**config.mk**
```make
export PLATFORM = sky130hd
export DESIGN_NAME = shift_arbiter
export DESIGN_NICKNAME = d
export VERILOG_FILES = /design/src/rtl/shift_arbiter.sv
export SDC_FILE = /design/constraint.sdc
export NUM_CORES = 1
export LEC_CHECK = 0
export CAP_MARGIN = 0
export CORE_ASPECT_RATIO = 0.7
export CORE_MARGIN = 1.5
export CORE_UTILIZATION = 54
export CTS_BUF_LIST = sky130_fd_sc_hd__clkbuf_16
export DETAILED_ROUTE_END_ITERATION = 6
export GPL_ROUTABILITY_DRIVEN = 0
export PLACE_DENSITY = 0.86
export SLEW_MARGIN = 40
export SYNTH_ARGS = -nofsm -noshare
export SYNTH_HDL_FRONTEND = slang
export SYNTH_HIERARCHICAL = 1
export SYNTH_SLANG_ARGS = --single-unit
```
**constraint.sdc**
```tcl
create_clock -name clk -period 5 [get_ports clk]
set_input_delay 1 -clock clk [delete_from_list [all_inputs] [get_ports clk]]
set_output_delay 1 -clock clk [all_outputs]
set_load 0.02 [all_outputs]
```
**src/rtl/shift_arbiter.sv**
```systemverilog
`default_nettype none
// ============================================================================
//  Module      : shift_arbiter (with local barrel_shift_right)
//  Description : Round-robin arbiter that shares one right-only barrel
//                shifter between requesters A and B. Logical left shift is
//                built with bit reversal around the shifter, and rotate right
//                uses a second reversed pass.
//  Revision    : 1.0  initial release
// ============================================================================

// ----------------------------------------------------------------------------
// barrel_shift_right : 32-bit logical right shifter, five log stages
// ----------------------------------------------------------------------------
module barrel_shift_right (
   input  logic [31:0] din,
   input  logic [4:0]  amt,
   output logic [31:0] dout
);

   logic [5:0][31:0] w_stage;

   assign w_stage[0] = din;

   // Each stage conditionally shifts by 2**k when amount bit k is set.
   generate
      for (genvar k = 0; k < 5; k++) begin : g_stage
         localparam int SHIFT = 1 << k;
         assign w_stage[k+1] = amt[k] ? (w_stage[k] >> SHIFT) : w_stage[k];
      end
   endgenerate

   assign dout = w_stage[5];

endmodule

// ----------------------------------------------------------------------------
// shift_arbiter : top level
// ----------------------------------------------------------------------------
module shift_arbiter (
   input  logic        clk,
   input  logic        reset,
   input  logic        a_req,
   input  logic [1:0]  a_op,
   input  logic [31:0] a_data,
   input  logic [4:0]  a_amt,
   output logic        a_ack,
   output logic        a_done,
   input  logic        b_req,
   input  logic [1:0]  b_op,
   input  logic [31:0] b_data,
   input  logic [4:0]  b_amt,
   output logic        b_ack,
   output logic        b_done,
   output logic [31:0] result,
   output logic        busy
);

   localparam logic [1:0] C_OP_SRL = 2'b00;
   localparam logic [1:0] C_OP_SLL = 2'b01;
   localparam logic [1:0] C_OP_ROR = 2'b10;

   typedef enum logic [1:0] {
      IDLE  = 2'd0,
      PASS1 = 2'd1,
      PASS2 = 2'd2
   } state_t;

   state_t      r_state;
   state_t      w_state_n;

   logic [1:0]  r_op;
   logic [31:0] r_data;
   logic [4:0]  r_amt;
   logic        r_owner;      // 0 = A, 1 = B
   logic        r_pri;        // 0 = A preferred, 1 = B preferred
   logic [31:0] r_acc;
   logic [31:0] r_result;
   logic        r_a_ack;
   logic        r_b_ack;
   logic        r_a_done;
   logic        r_b_done;

   logic        w_grant;
   logic        w_grant_b;
   logic        w_finish;
   logic        w_to_pass2;
   logic [31:0] w_result_n;
   logic [31:0] w_sh_in;
   logic [4:0]  w_sh_amt;
   logic [31:0] w_sh_out;

   // 32-bit bit reversal: bit i moves to bit 31-i.
   function automatic logic [31:0] rev(input logic [31:0] x);
      logic [31:0] y;
      y = '0;
      for (int i = 0; i < 32; i++) begin
         y[31-i] = x[i];
      end
      return y;
   endfunction

   // Shifter operands come only from the latched operands and the state,
   // never directly from requester ports.
   always_comb begin
      w_sh_in  = r_data;
      w_sh_amt = r_amt;
      case (r_state)
         PASS1: begin
            w_sh_in  = (r_op == C_OP_SLL) ? rev(r_data) : r_data;
            w_sh_amt = r_amt;
         end
         PASS2: begin
            // Second rotate pass: left shift by (32 - amt) via reversal.
            w_sh_in  = rev(r_data);
            w_sh_amt = ~r_amt + 5'd1;
         end
         default: begin
            w_sh_in  = r_data;
            w_sh_amt = r_amt;
         end
      endcase
   end

   barrel_shift_right u_shifter (
      .din  (w_sh_in),
      .amt  (w_sh_amt),
      .dout (w_sh_out)
   );

   // Next-state, arbitration and result selection.
   always_comb begin
      w_state_n  = r_state;
      w_grant    = 1'b0;
      w_grant_b  = 1'b0;
      w_finish   = 1'b0;
      w_to_pass2 = 1'b0;
      w_result_n = r_result;
      case (r_state)
         IDLE: begin
            if (a_req && b_req) begin
               w_grant   = 1'b1;
               w_grant_b = r_pri;
            end else if (a_req) begin
               w_grant   = 1'b1;
               w_grant_b = 1'b0;
            end else if (b_req) begin
               w_grant   = 1'b1;
               w_grant_b = 1'b1;
            end
            if (w_grant) begin
               w_state_n = PASS1;
            end
         end
         PASS1: begin
            if ((r_op == C_OP_ROR) && (r_amt != 5'd0)) begin
               w_to_pass2 = 1'b1;
               w_state_n  = PASS2;
            end else begin
               w_finish   = 1'b1;
               w_state_n  = IDLE;
               w_result_n = (r_op == C_OP_SLL) ? rev(w_sh_out) : w_sh_out;
            end
         end
         PASS2: begin
            w_finish   = 1'b1;
            w_state_n  = IDLE;
            w_result_n = r_acc | rev(w_sh_out);
         end
         default: begin
            w_state_n = IDLE;
         end
      endcase
   end

   // State, operand capture, handshake pulses and result register.
   always_ff @(posedge clk) begin
      if (reset) begin
         r_state  <= IDLE;
         r_op     <= C_OP_SRL;
         r_data   <= '0;
         r_amt    <= '0;
         r_owner  <= 1'b0;
         r_pri    <= 1'b0;
         r_acc    <= '0;
         r_result <= '0;
         r_a_ack  <= 1'b0;
         r_b_ack  <= 1'b0;
         r_a_done <= 1'b0;
         r_b_done <= 1'b0;
      end else begin
         r_state  <= w_state_n;
         r_a_ack  <= w_grant & ~w_grant_b;
         r_b_ack  <= w_grant &  w_grant_b;
         r_a_done <= w_finish & ~r_owner;
         r_b_done <= w_finish &  r_owner;
         if (w_grant) begin
            r_owner <= w_grant_b;
            r_op    <= w_grant_b ? b_op   : a_op;
            r_data  <= w_grant_b ? b_data : a_data;
            r_amt   <= w_grant_b ? b_amt  : a_amt;
         end
         if (w_to_pass2) begin
            r_acc <= w_sh_out;
         end
         if (w_finish) begin
            r_result <= w_result_n;
            r_pri    <= ~r_owner;
         end
      end
   end

   assign a_ack  = r_a_ack;
   assign b_ack  = r_b_ack;
   assign a_done = r_a_done;
   assign b_done = r_b_done;
   assign result = r_result;
   assign busy   = (r_state != IDLE);

endmodule

`default_nettype wire

```
* Yosys cells after proc, flatten, opt, wreduce, memory -nomap -nowiden *
Cells that the tools add are included.

storage, ports and cells
  bits in registers = 111
  output and inout bits = 37
  logic and storage cells = 63

operators by class
  add/subtract/negate cells = 1
  eq/ne operators = 6
  mux-type cells = 29
  bitwise gates (word level) = 8
  reduce and logical (&&, ||, !) cells = 7

operators by type and width
  operator                                                                  count
  32-bit two-way mux                                                        9
  32-bit one-hot mux with 2 select lines                                    2
  32-bit OR                                                                 1
  1-bit two-way mux                                                         11
  5-bit two-way mux                                                         2
  2-bit two-way mux                                                         3
  5-bit by 1-bit adder with 5-bit output (second input constant)            1
  5-bit NOT                                                                 1
  5-bit nonzero test                                                        1
  1-bit AND                                                                 4
  2-bit by 1-bit == test with 1-bit output (second input constant)          2
  2-bit == test (second input constant)                                     2
  2-bit one-hot mux with 2 select lines                                     1
  2-bit nonzero test                                                        2
  3-bit AND reduction                                                       1
  1-bit logical AND                                                         2
  2-bit logical NOT                                                         1
  2-bit by 1-bit inequality test with 1-bit output (second input constant)  1
  2-bit inequality test (second input constant)                             1
  1-bit NOT                                                                 2
  1-bit one-hot mux with 2 select lines                                     1

* Logic depth before layout (Yosys ltp) *
  depth in word-level cells = 11
  depth in mapped cells = 17

* Hierarchy *
Netlist, hierarchy kept.

modules (own cells, without submodules)
  module              times used  cells an instance  area each (sq um)
  shift_arbiter       1           681                5904.4
  barrel_shift_right  1           192                1778.0

* Worst setup path before layout *
OpenSTA, ideal clock, no wires.

  path type = reg-to-reg
  from = register r_state[0]
  to = register r_result[27], in the netlist result[27]
  arrival = 3.355 ns
  data required time = 4.851 ns
  path slack = 1.495 ns
  stages on the path, launching flop included = 16
  period minus slack after synthesis = 3.505 ns
  path through = dfxtp_1 -> inv_1 -> ha_1 -> clkbuf_1 -> clkbuf_1 -> clkbuf_1 -> nand2_1 -> o21ai_0 -> buf_2 -> buf_1 -> mux4_2 -> a22oi_1 -> o221ai_1 -> and3b_1 -> a211oi_1 -> o32ai_2

RTL lines
  what                                        line  text
  start, declared                             68    state_t r_state;
  start signal, assigned                      191   r_state <= w_state_n;
  2-bit == test (*)                           107   case (r_state)
  5-bit two-way mux (*)                       107
  via w_sh_amt[1]                             89    logic [4:0] w_sh_amt;
  32-bit two-way mux (*) (4 in series)        28    assign w_stage[k+1] = amt[k] ? (w_stage[k] >> SHIFT) : w_stage[k];
  via w_sh_out[4]                             90    logic [31:0] w_sh_out;
  32-bit two-way mux                          161   w_result_n = (r_op == C_OP_SLL) ? rev(w_sh_out) : w_sh_out;
  32-bit two-way mux                          155   if ((r_op == C_OP_ROR) && (r_amt != 5'd0)) begin
  32-bit one-hot mux with 2 select lines (*)  138   case (r_state)
  end signal, assigned                        206   r_result <= w_result_n;
  end, declared                               77    logic [31:0] r_result;

The timed path passes the listed nets; every way through them passes the cells marked *. The select of a mux whose other input is x is not followed.
A chain may end at the register's enable or synchronous reset.

* Worst setup path after layout *
  from = register r_state[0]
  to = register r_result[30], in the netlist result[30]

RTL lines
  what                                        line
  2-bit == test (*)                           107
  5-bit two-way mux (*)                       107
  via w_sh_amt[2]                             89
  32-bit two-way mux (*) (3 in series)        28
  via w_sh_out[1]                             90
  32-bit two-way mux                          161
  32-bit two-way mux                          155
  32-bit one-hot mux with 2 select lines (*)  138

Marks and branches as above.

==> results.md <==
- In this run the tightest slew margin relative to its limit is between 40% and 50%.
- After detailed routing, the number of remaining DRC violations is 2.
- For this configuration, the core starts out at a cell density of 55.2%.
- The vias per cell is between 6 and 7.
- The path depth of the worst reg2reg path is 13.
- The die covers about 15000 um2.
- The most used standard cell by instance count after synthesis is dfxtp_1.
- In this design, the largest share of critical-path delay is due to buffers and inverters.
- Counting instances in the post-synthesis netlist gives the leading cell types as 111 x dfxtp_1, 83 x nand2_1, 68 x clkbuf_1.
- In this run the worst path has a maximum fanout of between 70 and 80.
- Traced cell by cell, the critical path runs through inv_1 > ha_2 > buf_4 > nand2b_1 > xnor2_2 > buf_4 > mux2i_1 > o21ai_0 > mux2i_1 > o211ai_1 > and3b_1 > a211oi_1 > o32ai_2.
- STA classifies the critical path startpoint as a register.
- The critical path is of the reg -> reg type.
- The CTS root buffer is clkbuf_16.
- The final instance area is ~9200 um2.
- The worst stage delay on the critical path is about 0.57 ns.
- The height of the die is 103 um.
- The final critical-path setup slack is between 0.9 and 1 ns.
- Summing all flip-flop and latch instances after layout gives around 2200 um2.
- The number of global-route vias before repair is 6759.
- Yosys printed 6 warnings.
- The run finished, with violations left.
- The post-route antenna net violation count is 0.
- The fraction of final layout cells sized beyond drive strength 1 is between 10% and 20%.
- Once the clock tree was built, the resizer swapped 0 gates to a different size.
- about 120 I/O pins were placed.
- The clock-pin slew reported for the worst setup and hold paths after clock tree synthesis is about 0.08 ns.
- The share of the clock period used by the worst path is 80.7%.
- The total buffers and inverters traversed by the critical path is 3.
- Summed over all cells, the static leakage comes to between 3 and 4 nW.
- The floorplan step set the die width to approximately 150 um.
- Entering global routing, the biggest net connects 73 pins.
- The overall power of the completed layout is between 2 and 3 mW.
- The top cell type's share of synthesized area is 28.9%.
- The critical path's slowest cell is mux2i_1.
- The area growth from synthesis to layout is 19.8%.
- The total clock buffers created by CTS is 9.
- The total nets after synthesis is 960.
- The critical path crosses 13 cells after its start point.
- The final number of hold-violating endpoints is 0.
- Yosys mapped a number of flops with a built-in enable equal to 0.
- The number of different library cells in the post-synthesis netlist is 63.
- The multi-input combinational cells in the finished layout cover a total of between 4000 and 5000 um2.
- The CTS tree is done.
- The worst-case IR drop observed on VDD is 0.000183 V.
- The final number of max-transition violations is 0.
- The worst setup path is captured at a register.
- For the pin with the worst max-slew slack, the measured transition is between 0.8 and 0.9 ns.
- The first global-routing pass estimated roughly 35000 um of wire.
- The standard cell area after detailed placement is 8910 um2.
- The site row count is 36.
- Sorting the synthesized cells by area gives the leading types as dfxtp_1 29%, o32ai_2 6.4%, mux4_2 5.6%, or3b_1 4.4%, nand2_1 4.1%.
- The total vias in the final route is 7361.
- The required arrival time at the worst endpoint is 5.23 ns.
- Setup violations remaining at the end of the flow were counted as 0.
- Among all flip-flop cells after synthesis, the most frequent one is dfxtp_1.
- The remaining global-route overflow is 0.
- The total of buffers placed on input and output ports is 118.
- Based on the critical path, the design can be clocked at up to 248 MHz.
- The number of buffers inserted by hold repair at cts is 0.
- In this run the power density over the cells is between 200 and 300 nW/um2.
- For this block, the initial DRC count from the detailed router was between 800 and 900.
- The number of fill cells in the layout is ~1100.
- The setup TNS is 0 ns.
- The H-tree depth is 3.
- Across the routed clock network, the largest skew measured is 0.0103 ns.
- The async set or reset register ratio after synthesis is 0%.
- The cell count after synthesis is 873.
- The global-route usage over all layers is around 29%.
- The area inside the core boundary is between 10000 and 15000 um2.
- In the final routed layout, each cell accounts on average for ~19 um.
- Dividing the synthesized area by the synthesized cell count gives a little under 9 um2.
- The post-synthesis register bit count is 111.
- The number of sinks on the clock net is about 110.
- The checks that failed: DRC.
- After the last flow step, the layout net total stands at just over 1000.
- The worst min-delay path class is reg -> reg.
- The initial antenna violation count is 0.
- For the worst setup path, the data arrival time is about 4.3 ns.
- The placement-stage worst setup slack is 1.12 ns.
- dfxtp_1 takes more of the synthesized area than any other cell.
- The clock passes through at most 2 buffers.
- The wire-length estimate of the detail-placed layout is around 15000 um.
- Before antenna repair, the detailed router went through 7 iterations.
- The wire length after detailed routing is between 20000 and 25000 um.
- The max-capacitance violation count is 0.
- Sequential elements use around 29% of the synthesized area.
- The number of setup buffers added after CTS is 0.
- The final critical path time including I/O delays and setup is between 4 and 5 ns.
- The worst hold path passes through 2 cells.
- Setup repair after global routing left no endpoint under its margin.
- Hold timing on the final database bottoms out at a slack of about 0.45 ns.
- After synthesis the cells add up to roughly 7700 um2.
- The antenna diode count is 0.
- The clock network latency to the later pin of the worst-skew pair is around 0.36 ns.
-- flip-flops by register name, summed over array words and instances, names as in the netlist --
name and flops:
b_done 1, r_op 2, a_done 1, r_state 2, a_ack 1, r_owner 1
r_amt 5, r_pri 1, r_acc 32, result 32, r_data 32, b_ack 1
-- metal layers --
metal  wire length [um]  vias up  share of wire, %  global-route usage [%]
met1               9450     3424                44                    40.0
li1                   -     3416                 -                       -
met3               2360       73                11                    7.79
met2               9200      448                43                    44.2
met5                  0        -                 0                       0
met4                623        0               2.9                    11.8
-- logic make-up after synthesis --
family	after synthesis	synth area share (%)
buffers and inverters	136	7.77
adder cells (fa/ha/maj)	5	0.814
AND/OR/NAND/NOR	262	19.9
AO/OA/AOI/OAI	298	30.0
multiplexers	59	12.3
XOR/XNOR	2	0.228
flip-flops	111	28.9
-- worst reg2reg max path: stages, from the launching register on --
cell      delay, ns
dfxtp_1        0.32
inv_1          0.10
ha_2           0.23
buf_4          0.54
nand2b_1       0.20
xnor2_2        0.15
buf_4          0.37
mux2i_1        0.25
o21ai_0        0.17
mux2i_1        0.57
o211ai_1       0.34
and3b_1        0.27
a211oi_1       0.28
o32ai_2        0.13
-- metrics by stage --
stage	util [%]	instances
after global routing	66.1	1121
after CTS	66.1	1121
after detailed placement	64.0	1105
after floorplan	-	873
after global placement	63.5	1102
final	66.1	1121
-- area by class of cell --
type | instances | area share (%)
Inverter | 42 | 1.71
Multi-Input combinational cell | 626 | 53.9
Clock inverter | 7 | 0.680
Sequential cell | 111 | 24.2
Tap cell | 190 | 2.58
Clock buffer | 9 | 2.45
Timing Repair Buffer | 136 | 14.5
-- worst paths after layout --
check | startpoint | slack (ns) | end
hold reg to reg | r_acc[4] | 0.45 | r_acc[4]
hold / removal | r_acc[4] | 0.45 | r_acc[4]
setup reg to reg | r_state[0] | 0.97 | result[30]
setup / recovery | r_state[0] | 0.97 | result[30]
-- placed cells by master (no fill, tap or decap), types with 16 or more instances in the layout --
cell type / synthesis / routed
a211oi_1: 26 / 26
a21oi_1: 53 / 53
a22o_1: 33 / 33
a31oi_1: 24 / 24
and3b_1: 20 / 20
clkdlybuf4s50_1: 0 / 117
dfxtp_1: 111 / 110
inv_1: 40 / 40
mux2_2: 16 / 16
mux2i_1: 18 / 18
mux4_2: 19 / 19
nand2_1: 83 / 82
nand2b_1: 23 / 22
nor2_1: 34 / 34
nor3_1: 17 / 17
nor3b_1: 22 / 22
o211ai_1: 31 / 31
o21ai_0: 30 / 28
o21ai_1: 17 / 17
o32ai_2: 30 / 30
or3b_1: 39 / 39
-- power by group --
| part | internal [mW] | total (mW) | switching, mW |
|---|---|---|---|
| registers | 0.944 | 0.995 | 0.0510 |
| clock network | 0.348 | 0.712 | 0.364 |
| logic | 0.409 | 0.955 | 0.546 |
| total | 1.70 | 2.66 | 0.960 |
Note: power is estimated with default switching activity, not from simulation.
